==> config.mk <==
export PLATFORM = sky130hd
export DESIGN_NAME = fir_filter_mac
export DESIGN_NICKNAME = d
export VERILOG_FILES = /design/src/rtl/fir_pkg.sv /design/src/rtl/fir_coeff_bank.sv /design/src/rtl/fir_filter_mac.sv
export SDC_FILE = /design/constraint.sdc
export NUM_CORES = 2
export LEC_CHECK = 0
export BUFFER_PORTS_ARGS = -buffer_cell sky130_fd_sc_hd__buf_2
export CAP_MARGIN = 20
export CORE_MARGIN = 1.5
export CORE_UTILIZATION = 30
export DETAILED_ROUTE_END_ITERATION = 12
export PLACE_DENSITY = 0.52
export REMOVE_ABC_BUFFERS = 1
export SYNTH_ARGS = -nofsm -noshare
export SYNTH_HDL_FRONTEND = slang
export SYNTH_HIERARCHICAL = 1
export SYNTH_SLANG_ARGS = --single-unit
export TNS_END_PERCENT = 50
==> constraint.sdc <==
create_clock -name clk_in -period 12.6 [get_ports clk_in]
set_clock_uncertainty 0.05 [all_clocks]
set_input_delay 0.63 -clock clk_in [delete_from_list [all_inputs] [get_ports clk_in]]
set_output_delay 0.63 -clock clk_in [all_outputs]
set_load 0.01 [all_outputs]
==> src/rtl/fir_pkg.sv <==
// Shared types and constants for the time-multiplexed FIR filter: FSM states,
// the default low-pass coefficient table and the output rounding/saturation helper.
package fir_pkg;

  typedef enum logic [1:0] {IDLE, MAC, ROUND} state_t;

  localparam int DEFAULT_TAPS = 29;
  localparam int DEFAULT_AW   = 5;

  // Symmetric Q1.15 low-pass response, centre tap at index 14
  localparam int DEFAULT_COEFFS [DEFAULT_TAPS] = '{
    -1, -2, -3, -5, -6, -5, 0, 10, 25, 45, 67, 90, 110, 123, 128,
    123, 110, 90, 67, 45, 25, 10, 0, -5, -6, -5, -3, -2, -1
  };

  typedef struct packed {
    logic [63:0] value;
    logic        sat;
  } round_t;

  function automatic int default_coeff(input int k);
    if (k >= 0 && k < DEFAULT_TAPS) return DEFAULT_COEFFS[k[DEFAULT_AW-1:0]];
    return 0;
  endfunction

  // Round half up, drop the fractional bits, then clip to a signed 'width'-bit range
  function automatic round_t round_sat(input logic signed [63:0] acc,
                                       input int frac_bits,
                                       input int width);
    round_t res;
    logic signed [63:0] shifted;
    logic signed [63:0] max_v;
    logic signed [63:0] min_v;
    shifted   = (acc + (64'sd1 <<< (frac_bits - 1))) >>> frac_bits;
    max_v     = (64'sd1 <<< (width - 1)) - 64'sd1;
    min_v     = -(64'sd1 <<< (width - 1));
    res.sat   = 1'b0;
    res.value = shifted;
    if (shifted > max_v) begin
      res.value = max_v;
      res.sat   = 1'b1;
    end else if (shifted < min_v) begin
      res.value = min_v;
      res.sat   = 1'b1;
    end
    return res;
  endfunction

endpackage

==> src/rtl/fir_coeff_bank.sv <==
// Coefficient register file: loads the package defaults on reset, one write
// port, and an asynchronous read addressed by the current tap index.
module fir_coeff_bank
  import fir_pkg::*;
#(
  parameter int COEFF_WIDTH = 16,
  parameter int TAPS        = 29
) (
  input  logic                           clk_in,
  input  logic                           rst_in,
  input  logic                           wr_en,
  input  logic [$clog2(TAPS)-1:0]        wr_addr,
  input  logic signed [COEFF_WIDTH-1:0]  wr_data,
  input  logic [$clog2(TAPS)-1:0]        rd_addr,
  output logic signed [COEFF_WIDTH-1:0]  rd_data
);

  localparam int AW = $clog2(TAPS);

  logic signed [COEFF_WIDTH-1:0] coeffs [TAPS];

  always_ff @(posedge clk_in) begin
    if (rst_in) begin
      for (int k = 0; k < TAPS; k++) begin
        coeffs[AW'(k)] <= COEFF_WIDTH'(default_coeff(k));
      end
    end else if (wr_en && (int'(wr_addr) < TAPS)) begin
      coeffs[wr_addr] <= wr_data;
    end
  end

  assign rd_data = coeffs[rd_addr];

endmodule

==> src/rtl/fir_filter_mac.sv <==
// Single-multiplier FIR filter: one sample is accepted in IDLE, then TAPS
// multiply-accumulate cycles walk the circular delay line before one rounding cycle.
module fir_filter_mac
  import fir_pkg::*;
#(
  parameter int WIDTH       = 16,
  parameter int COEFF_WIDTH = 16,
  parameter int TAPS        = 29,
  parameter int FRAC_BITS   = 15
) (
  input  logic                           clk_in,
  input  logic                           rst_in,
  input  logic signed [WIDTH-1:0]        audio_in,
  input  logic                           valid_in,
  output logic                           ready_out,
  input  logic                           coeff_wr_en,
  input  logic [$clog2(TAPS)-1:0]        coeff_addr,
  input  logic signed [COEFF_WIDTH-1:0]  coeff_data,
  output logic signed [WIDTH-1:0]        filtered_audio,
  output logic                           data_ready,
  output logic                           sat_out
);

  localparam int AW     = $clog2(TAPS);
  localparam int PROD_W = WIDTH + COEFF_WIDTH;
  localparam int ACC_W  = WIDTH + COEFF_WIDTH + AW;
  localparam logic [AW-1:0] LAST = AW'(TAPS - 1);

  state_t state, next_state;
  logic accept;

  logic [AW-1:0] wr_ptr;
  logic [AW-1:0] rd_ptr;
  logic [AW-1:0] tap;
  logic signed [WIDTH-1:0]       delay_line [TAPS];
  logic signed [WIDTH-1:0]       tap_sample;
  logic signed [COEFF_WIDTH-1:0] tap_coeff;
  logic signed [PROD_W-1:0]      product;
  logic signed [ACC_W-1:0]       acc;
  round_t rounded;

  fir_coeff_bank #(
    .COEFF_WIDTH (COEFF_WIDTH),
    .TAPS        (TAPS)
  ) u_coeff_bank (
    .clk_in  (clk_in),
    .rst_in  (rst_in),
    .wr_en   (coeff_wr_en && (state == IDLE)),
    .wr_addr (coeff_addr),
    .wr_data (coeff_data),
    .rd_addr (tap),
    .rd_data (tap_coeff)
  );

  always_ff @(posedge clk_in) begin
    if (rst_in) state <= IDLE;
    else        state <= next_state;
  end

  always_comb begin
    next_state = state;
    ready_out  = 1'b0;
    accept     = 1'b0;
    case (state)
      IDLE: begin
        ready_out = 1'b1;
        if (valid_in) begin
          accept     = 1'b1;
          next_state = MAC;
        end
      end
      MAC:     if (tap == LAST) next_state = ROUND;
      ROUND:   next_state = IDLE;
      default: next_state = IDLE;
    endcase
  end

  assign tap_sample = delay_line[rd_ptr];
  assign product    = $signed(PROD_W'(tap_sample)) * $signed(PROD_W'(tap_coeff));
  assign rounded    = round_sat(64'(acc), FRAC_BITS, WIDTH);

  // rd_ptr starts on the newest sample and walks backwards in time, one tap per cycle
  always_ff @(posedge clk_in) begin
    if (rst_in) begin
      for (int i = 0; i < TAPS; i++) delay_line[AW'(i)] <= '0;
      wr_ptr         <= '0;
      rd_ptr         <= '0;
      tap            <= '0;
      acc            <= '0;
      filtered_audio <= '0;
      data_ready     <= 1'b0;
      sat_out        <= 1'b0;
    end else begin
      data_ready <= 1'b0;
      case (state)
        IDLE: begin
          if (accept) begin
            delay_line[wr_ptr] <= audio_in;
            rd_ptr             <= wr_ptr;
            wr_ptr             <= (wr_ptr == LAST) ? '0 : wr_ptr + 1'b1;
            acc                <= '0;
            tap                <= '0;
          end
        end
        MAC: begin
          acc    <= acc + ACC_W'(product);
          tap    <= tap + 1'b1;
          rd_ptr <= (rd_ptr == '0) ? LAST : rd_ptr - 1'b1;
        end
        ROUND: begin
          filtered_audio <= rounded.value[WIDTH-1:0];
          sat_out        <= rounded.sat;
          data_ready     <= 1'b1;
        end
        default: ;
      endcase
    end
  end

endmodule

# Yosys cells after proc, flatten, opt, wreduce, memory -nomap -nowiden
# Memory sizes are Yosys's and may differ from the RTL's. A register that Yosys moved wholly into a read port is not among the register bits.
# Index checks and enable logic that the tools add are counted.
# Widths: inputs -> output; s select.
# word_totals
mem_bits_ro	0
word_cells	100
memories	2
register_bits	72
mem_bits_rw	928
in_bits	41
latchBits	0
output_inout_bits	19
# memory_table
name	words	word_bits	rd	rd_ports_with_merged_regs	wr	line	rtl
delay_line	29	16	1	1	29	fir_filter_mac.sv:35	logic signed [WIDTH-1:0] delay_line [TAPS];
u_coeff_bank.coeffs	29	16	1	1	29	fir_coeff_bank.sv:20	logic signed [COEFF_WIDTH-1:0] coeffs [TAPS];
# classes
shifts	0
reduce_logical	10
addsub	5
muxes	64
n_lt_le_gt_ge	3
n_div	0
mul	1
eq_ne	7
n_bitwise	0
# op_table
cell	count
$mux 16	21
$pmux 37 s2	1
$mux 5	11
$add 37x16->38 const B	1
$add 37x32->37	1
$mux 37	1
$mux 17	2
$mul 16x16->32	1
$reduce_or 16->1	2
$mux 7	4
$gt 23x16->1 const B	1
$lt 23x16->1 const B	1
$pmux 5 s2	2
$mux 1	16
$add 5x1->5 const B	2
$eq 5x5->1 const B	2
$mux 8	1
$mux 6	1
$ne 2x2->1 const B	3
$reduce_and 2->1	3
$logic_not 5->1	1
$lt 5x5->1 const B	1
$sub 5x1->5 const B	1
$mux 2	2
7 further kinds	8

# Longest topological paths before layout
# logic_depth
depth_word	8
mapped_depth	31
ltp_nobuf	27

# Modules after synthesis
# The synthesis kept the hierarchy.
# modules_own_cells
module	instances	cells_per_inst	seq_area_each_um2	area_per_inst_um2
fir_filter_mac	1	3004	16916.2	38200.4
fir_coeff_bank	1	1734	15374.7	23428.7

# Least setup slack after synthesis
# OpenSTA, ideal clock, no wires.
# synth_path
path_type	reg-to-reg
startpoint	reg (tool-made name)
endpoint	reg acc[34]
required_ns	12.424
synth_period_minus_slack_ns	7.578
setup_ns	0.126
setup_slack_ns	5.022
path_stages_with_launch	31
path_buffers	5
arrival_time_ns	7.403
cell_sequence	dfxtp_1 -> buf_2 -> buf_2 -> buf_4 -> clkbuf_1 -> mux4_2 -> mux4_2 -> nand2_1 -> nand2_1 -> buf_2 -> nand2_1 -> fa_1 -> inv_1 -> fa_1 -> fa_1 -> inv_1 -> fa_1 -> inv_1 -> fa_1 -> inv_1 -> fa_1 -> inv_1 -> ha_1 -> a21o_1 -> a21o_1 -> a21o_1 -> o2111ai_1 -> a41oi_1 -> or2_2 -> a211oi_1 -> o211ai_1
# synth_lines
element	line	rtl
end signal: assignment	fir_filter_mac.sv:106	acc <= acc + ACC_W'(product);
end: declaration	fir_filter_mac.sv:39	logic signed [ACC_W-1:0] acc;

==> impl_metrics.yaml <==
worst_setup_path:
  r2r_slack_ns: 3.04
  critical_path.endpoint_type: "flip-flop"
  critPathLaunchType: "flip-flop"
  worstPathCellList: "buf_4, mux2i_1, a22oi_1, nand3_1, nand3_1, nand2_1, fa_1, inv_1, fa_1, fa_1, fa_1, fa_1, inv_1, fa_1, inv_1, ha_1, a21oi_1, o21ai_0, a2111oi_0, o211ai_1, nand3_1, a21oi_1, xnor2_1, o21ai_0"
  crit_arrival_ns: 10.12
  r2r_start: "tap[1]"
  critical_path.top_delay_family: "adder cells"
  worst_ep_required_time_ns: 13.16
  startpoint: "tap[1]"
  cp_slowest_stage_delay_ns: 0.78
  critical_path_class: "flip-flop to flip-flop"
  path_buf_inv: 4
  worstPathMaxFanout: 41
  crit_slowest_cell: "sky130_fd_sc_hd__fa_1"
  cp_dominant_cell_by_count: "sky130_fd_sc_hd__fa_1"
synthesis:
  ys_seq_elements: 1101
  synth_edf_count: 1024
  synth_ff_type: "sky130_fd_sc_hd__edfxtp_1"
  synth_commonest_cells: "sky130_fd_sc_hd__edfxtp_1 (1024), sky130_fd_sc_hd__and2_1 (697), sky130_fd_sc_hd__inv_1 (348)"
  synth_top_cells_by_area: "sky130_fd_sc_hd__edfxtp_1 (50%), sky130_fd_sc_hd__fa_1 (10%), sky130_fd_sc_hd__and2_1 (7.1%)"
  synthesis.instances: 4738
  synthMostInstantiatedCell: "sky130_fd_sc_hd__edfxtp_1"
  yosys_warns: 6
  netlist.area_leader.share: 0.499
  synthesis.area_mm2: 0.0616
  synthArstFlopShare: 0
  yosys.cell_types.count: 78
  synthesis.area_per_instance_um2: 13.0
  ys_seq_area_frac: 0.524
  synthDominantAreaCellType: "sky130_fd_sc_hd__edfxtp_1"
drt:
  wire_per_inst_um: 22.7
  route.antenna.remaining_nets: 0
  drt-pass1-iter-count: 5
  wl_mm: 170
  vias: 36477
  detailroute.wirelength.met2_mm: 81.6
  drt_first_iter_violations: 2905
  detail_route.vias_per_cell: 4.86
  wl_met1_mm: 76.1
  detailroute.wirelength.met3_mm: 8.58
  drc: 0
  highest-signal-layer: "met4"
clock_tree:
  clock-root-buffer: "sky130_fd_sc_hd__clkbuf_16"
  tritoncts: "done"
  cts-resized-gates: 0
  cts_inserted_buffers: 118
  cts_buffer_depth: 3
  clock_slew_seen_by_the_registers_of_the_worst_setup_and_hold_paths_ns: 0.06
  cts-htree-levels: 3
  clock_latency_reported_for_the_late_side_of_the_worst_skew_pair_ns: 0.77
  cts.sink_count: 1101
grt:
  grt_pass1_vias: 38489
  grt_util_overall: 0.163
  grt_start_max_net_pins: 84
  grt_first_pass_wirelength_mm: 255
  grt-ovfl-total: 0
  grt_antenna_before_repair: 12
floorplanning:
  die-area_mm2: 0.208
  core.rowCount: 166
  ioPinCount: 60
  initial_utilization: 0.302
  design.core.area_mm2: 0.204
  dieWidth_um: 456
  die_y_um: 456
outcome:
  status: "completed"
worst_hold_path:
  hold_path.class: "input port to flip-flop"
  hold_path.startpoint: "coeff_data[2]"
timing:
  final.period_utilization: 0.759
  final_setup_violation_count: 0
  max_clock_freq_mhz: 105
  timing_worst_slew_pin_value_ns: 1.07
  finalHoldViolCount: 0
  slew_violations: 0
  period_needed_ns: 9.56
  rsz0062_at_grt: "no"
  slew-limit-headroom: 0.275
placed_design:
  place.detailed.hpwl_mm: 109
  port-buffer-count: 59
  placed_area_mm2: 0.0648
  place_congestion: 0.811
layout:
  final_nets: 5192
  postLayoutCellArea_mm2: 0.0685
  final_layout_size_suffix_gt1_frac: 0.127
  antenna_cells_inserted: 0
  area_delta_synth_final_pct: 11.1
flow_run:
  drv_cap: 0
==> cells in the final DEF, fill, tap and decap left out, drive strengths merged, types with 6 or more instances in the layout <==
cell type / count
a211oi: 7
conb: 48
o21ai: 30
or3: 115
nor2: 118
nand4: 30
nor3: 65
fa: 318
edfxtp: 1024
a22o: 32
xor2: 25
clkinv: 50
a21o: 16
o211ai: 10
buf: 161
a31oi: 21
o21bai: 6
and3: 6
a22oi: 81
nand3: 73
ha: 117
nor4: 7
nand2: 210
or2: 110
and2: 698
clkbuf: 155
mux4: 158
dfxtp: 77
o21a: 9
nand2b: 121
inv: 352
bufinv: 7
mux2i: 271
xnor2: 24
nor2b: 112
a21oi: 90
==> worst paths after layout <==
| check | endpoint | cells past startpoint |
|---|---|---|
| worst min-delay path | u_coeff_bank/coeffs[31][2] | 1 |
| worst max register to register | acc[33] | 24 |
| worst max-delay path | acc[33] | 24 |
| worst min register to register | flip-flop | 2 |
==> kinds of logic (layout without fill, tap and decap cells) <==
kind of cell | Yosys count | after routing | share of synthesized area
simple gates | 1689 | 1689 | 0.157
xor+xnor | 49 | 49 | 0.00696
compound gates | 330 | 330 | 0.0362
mux | 432 | 432 | 0.103
other cells | 1 | 48 | 0.0000608
buf+inv | 701 | 728 | 0.0463
flops | 1101 | 1101 | 0.524
fa+ha+maj | 435 | 435 | 0.127
==> cell type report <==
class / instances / area, µm²
fill: 20248 / 136000
clock inverter: 61 / 554
tap: 2688 / 3360
inverter: 350 / 1310
timing repair buffer: 162 / 1130
multi-input combinational: 2983 / 26700
clock buffer: 155 / 3110
sequential: 1101 / 32300
==> metal layers <==
| layer | track usage | vias up |
|---|---|---|
| met4 | 0.0402 | 0 |
| met2 | 0.271 | 910 |
| met1 | 0.223 | 18933 |
| met5 | 0 | - |
| met3 | 0.0229 | 222 |
| li1 | - | 16412 |
==> registers in the layout, indices dropped and copies added (netlist names), named ones only <==
register,count
sat_out,1
data_ready,1
rd_ptr,5
acc,37
wr_ptr,5
tap,5
state,2
u_coeff_bank/coeffs,512
delay_line,512
filtered_audio,16
==> timing repair <==
action	CTS	global route
hold endpoints to repair	3	0
setup buffers	0	0
hold buffers	1	0
==> stage by stage <==
| step | setup WS [ns] | setup TNS [ns] | utilization | cells | hold slack [ns] |
|---|---|---|---|---|---|
| final | 3.04 | 0 | 0.335 | 7500 | 0.139 |
| after global routing | 2.35 | 0 | 0.335 | 7500 | 0.108 |
| after CTS | 2.95 | 0 | 0.335 | 7499 | 0.0849 |
| after detailed placement | 3.01 | 0 | 0.317 | 7282 | 0.411 |
| after global placement | 2.97 | 0 | 0.317 | 7281 | 0.407 |
| after floorplan | -2.81 | -66.15 | - | 4434 | 0.382 |
Power is left out: the tool's default activity adds up to more than one toggle a clock period on the data nets, which glitch-free logic cannot reach.
